[src/rtl/multi_channel_scoreboard_if.sv]
// rtl/multi_channel_scoreboard_if.sv - observation bus between an arbitrated multi-channel FIFO and its scoreboard
interface multi_channel_scoreboard_if #(
    parameter int NCH   = 4,
    parameter int WIDTH = 8,
    parameter int CHW   = $clog2(NCH)
);
    logic [NCH-1:0]       push;
    logic [NCH-1:0]       pop;
    logic [NCH*WIDTH-1:0] data_in;
    logic [WIDTH-1:0]     data_out;
    logic                 start;
    logic [CHW-1:0]       start_ch;
    logic                 en;
    logic [CHW-1:0]       captured_ch;
    logic                 data_out_vld;
    logic                 done;
    logic                 prop_signal;
    logic [2:0]           err;

    modport master (
        output push, pop, data_in, data_out, start, start_ch,
        input  en, captured_ch, data_out_vld, done, prop_signal, err
    );

    modport slave (
        input  push, pop, data_in, data_out, start, start_ch,
        output en, captured_ch, data_out_vld, done, prop_signal, err
    );
endinterface

[src/rtl/multi_channel_scoreboard.sv]
// rtl/multi_channel_scoreboard.sv - magic-packet tracker with per-channel occupancy and protocol error flags
module multi_channel_scoreboard #(
    parameter int NCH    = 4,
    parameter int DEPTH  = 8,
    parameter int WIDTH  = 8,
    parameter int CHW    = $clog2(NCH),
    parameter int CNTWID = $clog2(DEPTH) + 1
) (
    input logic                      clk,
    input logic                      rst,
    multi_channel_scoreboard_if.slave bus
);
    typedef enum logic [1:0] {S_IDLE, S_TRACK, S_DONE} state_t;

    state_t            r_state;
    logic [CNTWID-1:0] r_occ [NCH];
    logic [CNTWID-1:0] r_cnt;
    logic [WIDTH-1:0]  r_magic;
    logic [CHW-1:0]    r_cap_ch;
    logic [2:0]        r_err;

    logic [NCH-1:0]    w_unf;
    logic [NCH-1:0]    w_ovf;
    logic [NCH-1:0]    w_pop_eff;
    logic [NCH-1:0]    w_push_eff;
    logic [CNTWID-1:0] w_occ_next [NCH];
    logic              w_multi;
    logic              w_ch_ok;
    logic              w_capture;
    logic              w_cap_pop;
    logic              w_vld;
    logic [CNTWID-1:0] w_cap_cnt;

    // A rejected pop/push leaves the counter alone but the other strobe still counts.
    always_comb begin
        for (int i = 0; i < NCH; i++) begin
            w_unf[i]      = bus.pop[i] && (r_occ[i] == '0);
            w_ovf[i]      = bus.push[i] && !bus.pop[i] && (r_occ[i] == CNTWID'(DEPTH));
            w_pop_eff[i]  = bus.pop[i] && !w_unf[i];
            w_push_eff[i] = bus.push[i] && !w_ovf[i];
            w_occ_next[i] = r_occ[i] + {{(CNTWID-1){1'b0}}, w_push_eff[i]}
                                     - {{(CNTWID-1){1'b0}}, w_pop_eff[i]};
        end
    end

    assign w_multi   = (bus.pop & (bus.pop - NCH'(1))) != '0;
    assign w_ch_ok   = (32'(bus.start_ch) < NCH);
    assign w_capture = (r_state == S_IDLE) && bus.start && w_ch_ok && bus.push[bus.start_ch];
    // Entries at or ahead of the magic packet; a same-cycle pop leaves from the head first.
    assign w_cap_cnt = r_occ[bus.start_ch] + CNTWID'(1)
                       - {{(CNTWID-1){1'b0}}, w_pop_eff[bus.start_ch]};
    assign w_cap_pop = bus.pop[r_cap_ch];
    assign w_vld     = (r_state == S_TRACK) && w_cap_pop && (r_cnt == CNTWID'(1));

    always_ff @(posedge clk or negedge rst) begin
        if (!rst) begin
            r_state  <= S_IDLE;
            r_cnt    <= '0;
            r_magic  <= '0;
            r_cap_ch <= '0;
            r_err    <= '0;
            for (int i = 0; i < NCH; i++) r_occ[i] <= '0;
        end else begin
            for (int i = 0; i < NCH; i++) r_occ[i] <= w_occ_next[i];
            r_err <= r_err | {w_multi, |w_unf, |w_ovf};
            case (r_state)
                S_IDLE: begin
                    if (w_capture) begin
                        r_state  <= S_TRACK;
                        r_magic  <= bus.data_in[bus.start_ch*WIDTH +: WIDTH];
                        r_cap_ch <= bus.start_ch;
                        r_cnt    <= w_cap_cnt;
                    end
                end
                S_TRACK: begin
                    if (w_vld) begin
                        r_state <= S_DONE;
                        r_cnt   <= '0;
                    end else if (w_cap_pop && (r_cnt != '0)) begin
                        r_cnt <= r_cnt - CNTWID'(1);
                    end
                end
                S_DONE:  r_state <= S_DONE;
                default: r_state <= S_IDLE;
            endcase
        end
    end

    assign bus.en           = (r_state != S_IDLE);
    assign bus.done         = (r_state == S_DONE);
    assign bus.captured_ch  = r_cap_ch;
    assign bus.data_out_vld = w_vld;
    assign bus.prop_signal  = !w_vld || (r_magic == bus.data_out);
    assign bus.err          = r_err;
endmodule

[src/flat_wrapper.sv]
// flat-port wrapper written by rule: the top's interface ports become plain ports
module multi_channel_scoreboard_flat 
#(
    parameter int NCH    = 4,
    parameter int DEPTH  = 8,
    parameter int WIDTH  = 8,
    parameter int CHW    = $clog2(NCH),
    parameter int CNTWID = $clog2(DEPTH) + 1
)
  (clk, rst, bus_push, bus_pop, bus_data_in, bus_data_out, bus_start, bus_start_ch, bus_en, bus_captured_ch, bus_data_out_vld, bus_done, bus_prop_signal, bus_err);
  multi_channel_scoreboard_if #(.NCH(NCH), .WIDTH(WIDTH), .CHW(CHW)) bus_i ();
  input logic clk;
  input logic rst;
  input wire logic [$bits(bus_i.push)-1:0] bus_push;
  input wire logic [$bits(bus_i.pop)-1:0] bus_pop;
  input wire logic [$bits(bus_i.data_in)-1:0] bus_data_in;
  input wire logic [$bits(bus_i.data_out)-1:0] bus_data_out;
  input wire logic [$bits(bus_i.start)-1:0] bus_start;
  input wire logic [$bits(bus_i.start_ch)-1:0] bus_start_ch;
  output wire logic [$bits(bus_i.en)-1:0] bus_en;
  output wire logic [$bits(bus_i.captured_ch)-1:0] bus_captured_ch;
  output wire logic [$bits(bus_i.data_out_vld)-1:0] bus_data_out_vld;
  output wire logic [$bits(bus_i.done)-1:0] bus_done;
  output wire logic [$bits(bus_i.prop_signal)-1:0] bus_prop_signal;
  output wire logic [$bits(bus_i.err)-1:0] bus_err;
  assign bus_i.push = bus_push;
  assign bus_i.pop = bus_pop;
  assign bus_i.data_in = bus_data_in;
  assign bus_i.data_out = bus_data_out;
  assign bus_i.start = bus_start;
  assign bus_i.start_ch = bus_start_ch;
  assign bus_en = bus_i.en;
  assign bus_captured_ch = bus_i.captured_ch;
  assign bus_data_out_vld = bus_i.data_out_vld;
  assign bus_done = bus_i.done;
  assign bus_prop_signal = bus_i.prop_signal;
  assign bus_err = bus_i.err;
  multi_channel_scoreboard #(.NCH(NCH), .DEPTH(DEPTH), .WIDTH(WIDTH), .CHW(CHW), .CNTWID(CNTWID)) u_core (.clk(clk), .rst(rst), .bus(bus_i));
endmodule
[config.mk]
export PLATFORM = sky130hd
export DESIGN_NAME = multi_channel_scoreboard_flat
export DESIGN_NICKNAME = d
export VERILOG_FILES = /design/src/rtl/multi_channel_scoreboard_if.sv /design/src/rtl/multi_channel_scoreboard.sv /design/src/flat_wrapper.sv
export SDC_FILE = /design/constraint.sdc
export NUM_CORES = 1
export LEC_CHECK = 0
export CAP_MARGIN = 20
export CORE_ASPECT_RATIO = 0.5
export CORE_UTILIZATION = 47
export CTS_BUF_LIST = sky130_fd_sc_hd__clkbuf_4 sky130_fd_sc_hd__clkbuf_8
export CTS_CLUSTER_DIAMETER = 200
export DETAILED_ROUTE_END_ITERATION = 7
export GPL_TIMING_DRIVEN = 0
export PLACE_DENSITY = 0.79
export SLEW_MARGIN = 10
export SYNTH_ARGS = -nofsm -noshare
export SYNTH_HDL_FRONTEND = slang
export SYNTH_SLANG_ARGS = --single-unit
[constraint.sdc]
create_clock -name clk -period 2.4 [get_ports clk]
set_clock_uncertainty 0.1 [all_clocks]
set_input_delay 0.48 -clock clk [delete_from_list [all_inputs] [get_ports clk]]
set_output_delay 0.48 -clock clk [all_outputs]
set_load 0.05 [all_outputs]
# == Word level (Yosys, flattened, before mapping) ==
# Cells that the tools add are included.
# op_classes
reduce_logical,53
magnitude_cmp,3
shift,1
n_addsub,12
n_bitwise,3
mux,16
n_eq_ne,11
# ops
cell,count
$shiftx 32x6->8,1
$logic_and 1x1->1,25
$mux 4,5
$sub 4x1->4,5
$add 4x1->4,4
$eq 4x4->1 const B,4
$logic_not 4->1,4
$logic_not 1->1,13
$bmux 4 s2,1
$eq 8x8->1,1
$pmux 4 s2,1
$reduce_bool 4->1,2
$reduce_or 4->1,2
$sub 4x1->4 const B,2
$bmux 1 s2,3
$lt 2x3->1 const B,2
$pmux 2 s3,1
$add 4x1->4 const B,1
$and 4x4->4,1
$eq 4x1->1 const B,1
$mux 2,2
$ne 2x1->1 const B,2
$reduce_and 2->1,2
$reduce_bool 2->1,2
10 further kinds,12
# word_totals
elab_cells,108
input_bits,53
reg_bits,35
output_inout_bits,9

# == Longest topological paths before layout ==
# depth
ltp_word,9
depth_mapped,14

# == Worst setup path before layout ==
# Ideal clock, no wire load.
# synth_timing
path_kind,register to output
startpoint,register u_core.r_cap_ch[0] (netlist: u_core.bus.captured_ch[0])
endpoint,output bus_prop_signal
arrival_time_ns,2.572
n_path_buf,0
slack_ns,-0.752
stages_incl_launch_ff,5
path_cell_list,dfrtp_1 > mux4_2 > nand3_1 > nor2_1 > o21ai_0
# synth_between
elab_chain_len,6
# synth_lines
item,line,text
from (decl),multi_channel_scoreboard.sv:19,logic [CHW-1:0] r_cap_ch;
from (signal assigned),multi_channel_scoreboard.sv:71,r_cap_ch <= bus.start_ch;
$bmux 1 s2,multi_channel_scoreboard.sv:52,assign w_cap_pop = bus.pop[r_cap_ch];
$mux 1 (not written as such),multi_channel_scoreboard.sv:52,
$logic_and 1x1->1 (2 in a row),multi_channel_scoreboard.sv:53,assign w_vld = (r_state == S_TRACK) && w_cap_pop && (r_cnt == CNTWID'(1));
net bus_data_out_vld,flat_wrapper.sv:22,output wire logic [$bits(bus_i.data_out_vld)-1:0] bus_data_out_vld;
$logic_not 1->1,multi_channel_scoreboard.sv:93,assign bus.prop_signal = !w_vld || (r_magic == bus.data_out);
$logic_or 1x1->1,multi_channel_scoreboard.sv:93,
to (decl),flat_wrapper.sv:24,output wire logic [$bits(bus_i.prop_signal)-1:0] bus_prop_signal;
# The timed path passes the listed nets, and every way through them passes these cells. The select of a mux whose other input is x is not followed.

# == Worst setup path after layout ==
# layout_timing
startpoint,register u_core.r_occ[6] (netlist bit)
endpoint,register u_core.r_cnt[3]
# layout_between
elab_chain_len,9
elab_cells_between_ends,13
classes_between,add/sub: 2; mux: 7; reduce/logical: 4
# layout_lines
item,line,text
from (decl),multi_channel_scoreboard.sv:16,logic [CNTWID-1:0] r_occ [NCH];
branches (longest 6 deep; another with $add 4x1->4),--,
$sub 4x1->4 (*),multi_channel_scoreboard.sv:51,"- {{(CNTWID-1){1'b0}}, w_pop_eff[bus.start_ch]};"
$mux 4 (*),multi_channel_scoreboard.sv:68,if (w_capture) begin
$pmux 4 s2 (*),multi_channel_scoreboard.sv:66,case (r_state)
to (signal assigned),multi_channel_scoreboard.sv:72,r_cnt <= w_cap_cnt;
to (signal assigned),multi_channel_scoreboard.sv:80,r_cnt <= r_cnt - CNTWID'(1);
to (decl),multi_channel_scoreboard.sv:17,logic [CNTWID-1:0] r_cnt;
# Every way passes the cells marked *. The select of a mux whose other input is x is not followed.
# A chain may end at the register's enable or synchronous reset.

==> qor.tcl <==
set qor(sequential_cell_area_fraction_in_the_yosys_report_pct) 33.5
set qor(timing.critical_path.to_type) {register}
set qor(gpl.final_weighted_congestion) 0.828
set qor(netlist_area_um2) 2610
set qor(cts.clk_slew.worst_paths_ns) 0.07
set qor(timing.critical_path.required_ns) 2.47
set qor(synth.top_cell.area_share_pct) 33.5
set qor(timing.final.ws_setup_ns) -0.0871
set qor(start_util_pct) 50.9
set qor(crit-reg2reg-capture) {u_core.r_cnt[3]}
set qor(ys_warn_count) 0
set qor(finalSetupViolations) 1
set qor(post_route_cells_drive_above_1_share_pct) 27.9
set qor(share_seq_of_total_power_pct) 26.6
set qor(fill_cells) 347
set qor(synth_top_flop_cell) {sky130_fd_sc_hd__dfrtp_1}
set qor(ys_types) 42
set qor(area.growth.synth_to_final_pct) 41.1
set qor(layout_nets) 402
set qor(grt_pass1_vias) 2149
set qor(sort_of_element_at_the_start_of_the_critical_path) {register}
set qor(tns_ns) -0.0871
set qor(ys_seq_elements) 35
set qor(fmax_mhz) 402
set qor(globalRouteTotalUtil_pct) 23.7
set qor(final_cell_mix) {51 x sky130_fd_sc_hd__clkdlybuf4s50_1, 33 x sky130_fd_sc_hd__inv_1, 33 x sky130_fd_sc_hd__dfrtp_1}
set qor(fin_util_pct) 71.8
set qor(timing_worst_slew_pin_value_ns) 0.799
set qor(crit_slowest_cell) {sky130_fd_sc_hd__dfrtp_1}
set qor(htree_levels) 2
set qor(drtIter0Drc) 74
set qor(drv.max_cap_violation_count) 0
set qor(sequential_cell_area_um2) 878
set qor(syn_nets) 321
set qor(worst_slew_margin_rel_pct) 46.7
set qor(dp.final_hpwl_um) 4620
set qor(vias) 2076
set qor(combinational_power_share_pct) 62.2
set qor(route.antenna.remaining_nets) 0
set qor(grt_setup_unrepaired) {yes}
set qor(p_leak_nw) 1.64
set qor(detailed_routing_iteration_count_for_the_pre_antenna_repair_pass) 5
set qor(cts_buffer_depth) 2
set qor(viasPerCell) 5.43
set qor(timing.hold.worst.class) {in -> async}
set qor(drc) 0
set qor(io_pins) 62
set qor(critical-path-top-cell-by-count) {sky130_fd_sc_hd__ha_4}
set qor(powerDensity_nw_per_um2) 1180
set qor(grt-ovfl-total) 0
set qor(std_cell_core_area_um2) 5130
set qor(multiInputGateArea_um2) 1730
set qor(violations) {negative setup slack}
set qor(clkLatencyLatePin_ns) 0.28
set qor(maximum_number_of_pins_on_one_net_before_global_route_repair) 36
set qor(tritoncts_buffers) 5
set qor(p_int_mw) 2.53
set qor(critical_path.top_delay_family) {adder cells}
set qor(routed_wl_um) 6640
set qor(die_height_um) 54.7
set qor(die_area_um2) 5880
set qor(placedCellCount) 360
set qor(async_set_or_reset_register_ratio_after_synthesis_pct) 100
set qor(synth_edf_count) 0
set qor(die-width_um) 107
set qor(core.rowCount) 18
set qor(global_route_wire_length_before_repair_um) 10100
set qor(timing.critical_path.cells) {inv_2 > ha_4 > and3_4 > nor2b_4 > mux2i_1 > mux2_4 > ha_4 > ha_4 > inv_2 > ha_4 > xor2_2 > xnor2_2 > o22ai_2 > o2bb2ai_1}
set qor(tritoncts) {built}
set qor(cp_max_fo) 2
set qor(ir_worst_vdd_mv) 0.589
set qor(final_cells) 382
set qor(final_max_slew_viol_count) 0
set qor(path_class) {reg -> reg}
set qor(power.total_mw) 4.37
set qor(reg2reg_depth) 14
set qor(synthDominantAreaCellType) {sky130_fd_sc_hd__dfrtp_1}
set qor(worst_hold_slack_ns) 0.168
set qor(synthCells) 230
set qor(clock_power_share_pct) 11.2
set qor(dpl_cell_area_um2) 3370
set qor(root_driver) {sky130_fd_sc_hd__clkbuf_8}
set qor(n_antenna_cell) 0
set qor(yosys-top-cells-area) {sky130_fd_sc_hd__dfrtp_1 34%, sky130_fd_sc_hd__ha_1 16%, sky130_fd_sc_hd__mux4_2 11%}
set qor(antenna_found_initial) 0
set qor(critical_path_buf_inv_count) 2
set qor(power.switching_fraction_pct) 42.1
set qor(setup.reg_to_reg.worst_slack_ns) -0.09
set qor(finalCriticalPeriod_ns) 2.49
set qor(placement.setup.worst_slack_ns) -0.972
set qor(r2r-start) {u_core.r_occ[6]}
set qor(final.period_utilization_pct) 104
set qor(post_drt_wl_per_cell_um) 17.4
set qor(post_cts_hold_fix_bufs) 0
set qor(net-switching-power_mw) 1.84
set qor(mostFrequentLayoutCell) {sky130_fd_sc_hd__clkdlybuf4s50_1}
set qor(outcome) {finished, violations left}
set qor(synth_area_per_cell_um2) 11.4
set qor(report.final.hold_viol_count) 0
set qor(cell_area_after_layout_um2) 3690
set qor(critical-path-max-stage-delay_ns) 0.37
set qor(critical_path_arrival_ns) 2.56
set qor(cts_num_sinks) 35
set qor(port_buffers) 60
## worst max path at each step
stage | startpoint | endpoint | slack (ns) | depth (start not counted)
2_1_floorplan | bus_start_ch[0] | u_core.r_cnt[3] | -0.04 | 11
3_3_place_gp | bus_start_ch[1] | u_core.r_cnt[3] | -0.87 | 11
3_5_place_dp | bus_start_ch[1] | u_core.r_cnt[3] | -0.97 | 11
4_1_cts | u_core.r_occ[6] | u_core.r_cnt[3] | -0.002 | 14
5_1_grt | u_core.r_occ[6] | u_core.r_cnt[3] | -0.19 | 14
6_report | u_core.r_occ[6] | u_core.r_cnt[3] | -0.09 | 14
## registers in the layout (all words and copies together) (netlist names)
signal                  count
u_core.bus.err              3
u_core.r_occ               16
u_core.r_state              2
u_core.bus.captured_ch      2
u_core.r_cnt                4
u_core.r_magic              8
## synth_stat cells (5+ instances only)
library cell              count
sky130_fd_sc_hd__mux2i_1      6
sky130_fd_sc_hd__a21oi_1      7
sky130_fd_sc_hd__mux4_2      13
sky130_fd_sc_hd__nor2_1       8
sky130_fd_sc_hd__nand3_1      5
sky130_fd_sc_hd__xor2_1       7
sky130_fd_sc_hd__inv_1       39
sky130_fd_sc_hd__mux2_2      10
sky130_fd_sc_hd__ha_1        34
sky130_fd_sc_hd__xnor2_1     11
sky130_fd_sc_hd__nand2_1      6
sky130_fd_sc_hd__dfrtp_1     35
## power by group through the flow
stage / logic (mW) / registers (mW) / clock network, mW
2_1_floorplan: 1.67 / 1.16 / 0
3_3_place_gp: 2.17 / 1.14 / 0
3_5_place_dp: 2.28 / 1.15 / 0
4_1_cts: 2.44 / 1.14 / 0.493
5_1_grt: 2.99 / 1.20 / 0.523
6_report: 2.71 / 1.16 / 0.488
## logic make-up (layout without fill, tap and decap cells)
kind of cell,count (synthesis),after routing,synth area share [%]
xor gates and xnor gates,18,18,6.03
AOI/OAI and AO/OA,31,31,8.67
muxes,31,31,19.0
DFF,35,35,33.5
and+or+nand+nor,33,33,6.70
adders and majority gates,39,39,19.7
buffers and inverters,43,125,6.41
## final cells by class
type | count | area share (%)
multi-input cells | 152 | 46.8
flip-flops and latches | 35 | 23.8
repair buffers | 74 | 18.7
inverters | 39 | 3.97
clock buffers | 8 | 2.82
well taps | 70 | 2.37
plain buffers | 4 | 1.53
## per-layer routing
metal	share of wire (%)	track usage, %
met2	52	44.3
met5	0	0
met3	4.2	4.52
met1	42	28.1
met4	2.5	9.59
## worst reg2reg max path: cells and delay by family, from the launching register on
family,cells,cell delay [ns]
buffers and inverters,2,0.13
muxes,2,0.36
and+or+nand+nor,2,0.27
xor gates and xnor gates,2,0.33
adders and majority gates,4,0.60
DFF,1,0.37
AOI/OAI and AO/OA,2,0.23
## repair_timing
| action | in CTS | in global routing |
|---|---|---|
| endpoints found under the hold margin | 0 | 0 |
| setup endpoints to repair | 10 | 5 |
| pin swaps | 8 | 9 |
| resized for setup | 39 | 15 |
| buffers inserted | 8 | 6 |
(Power assumes the default switching activity.)
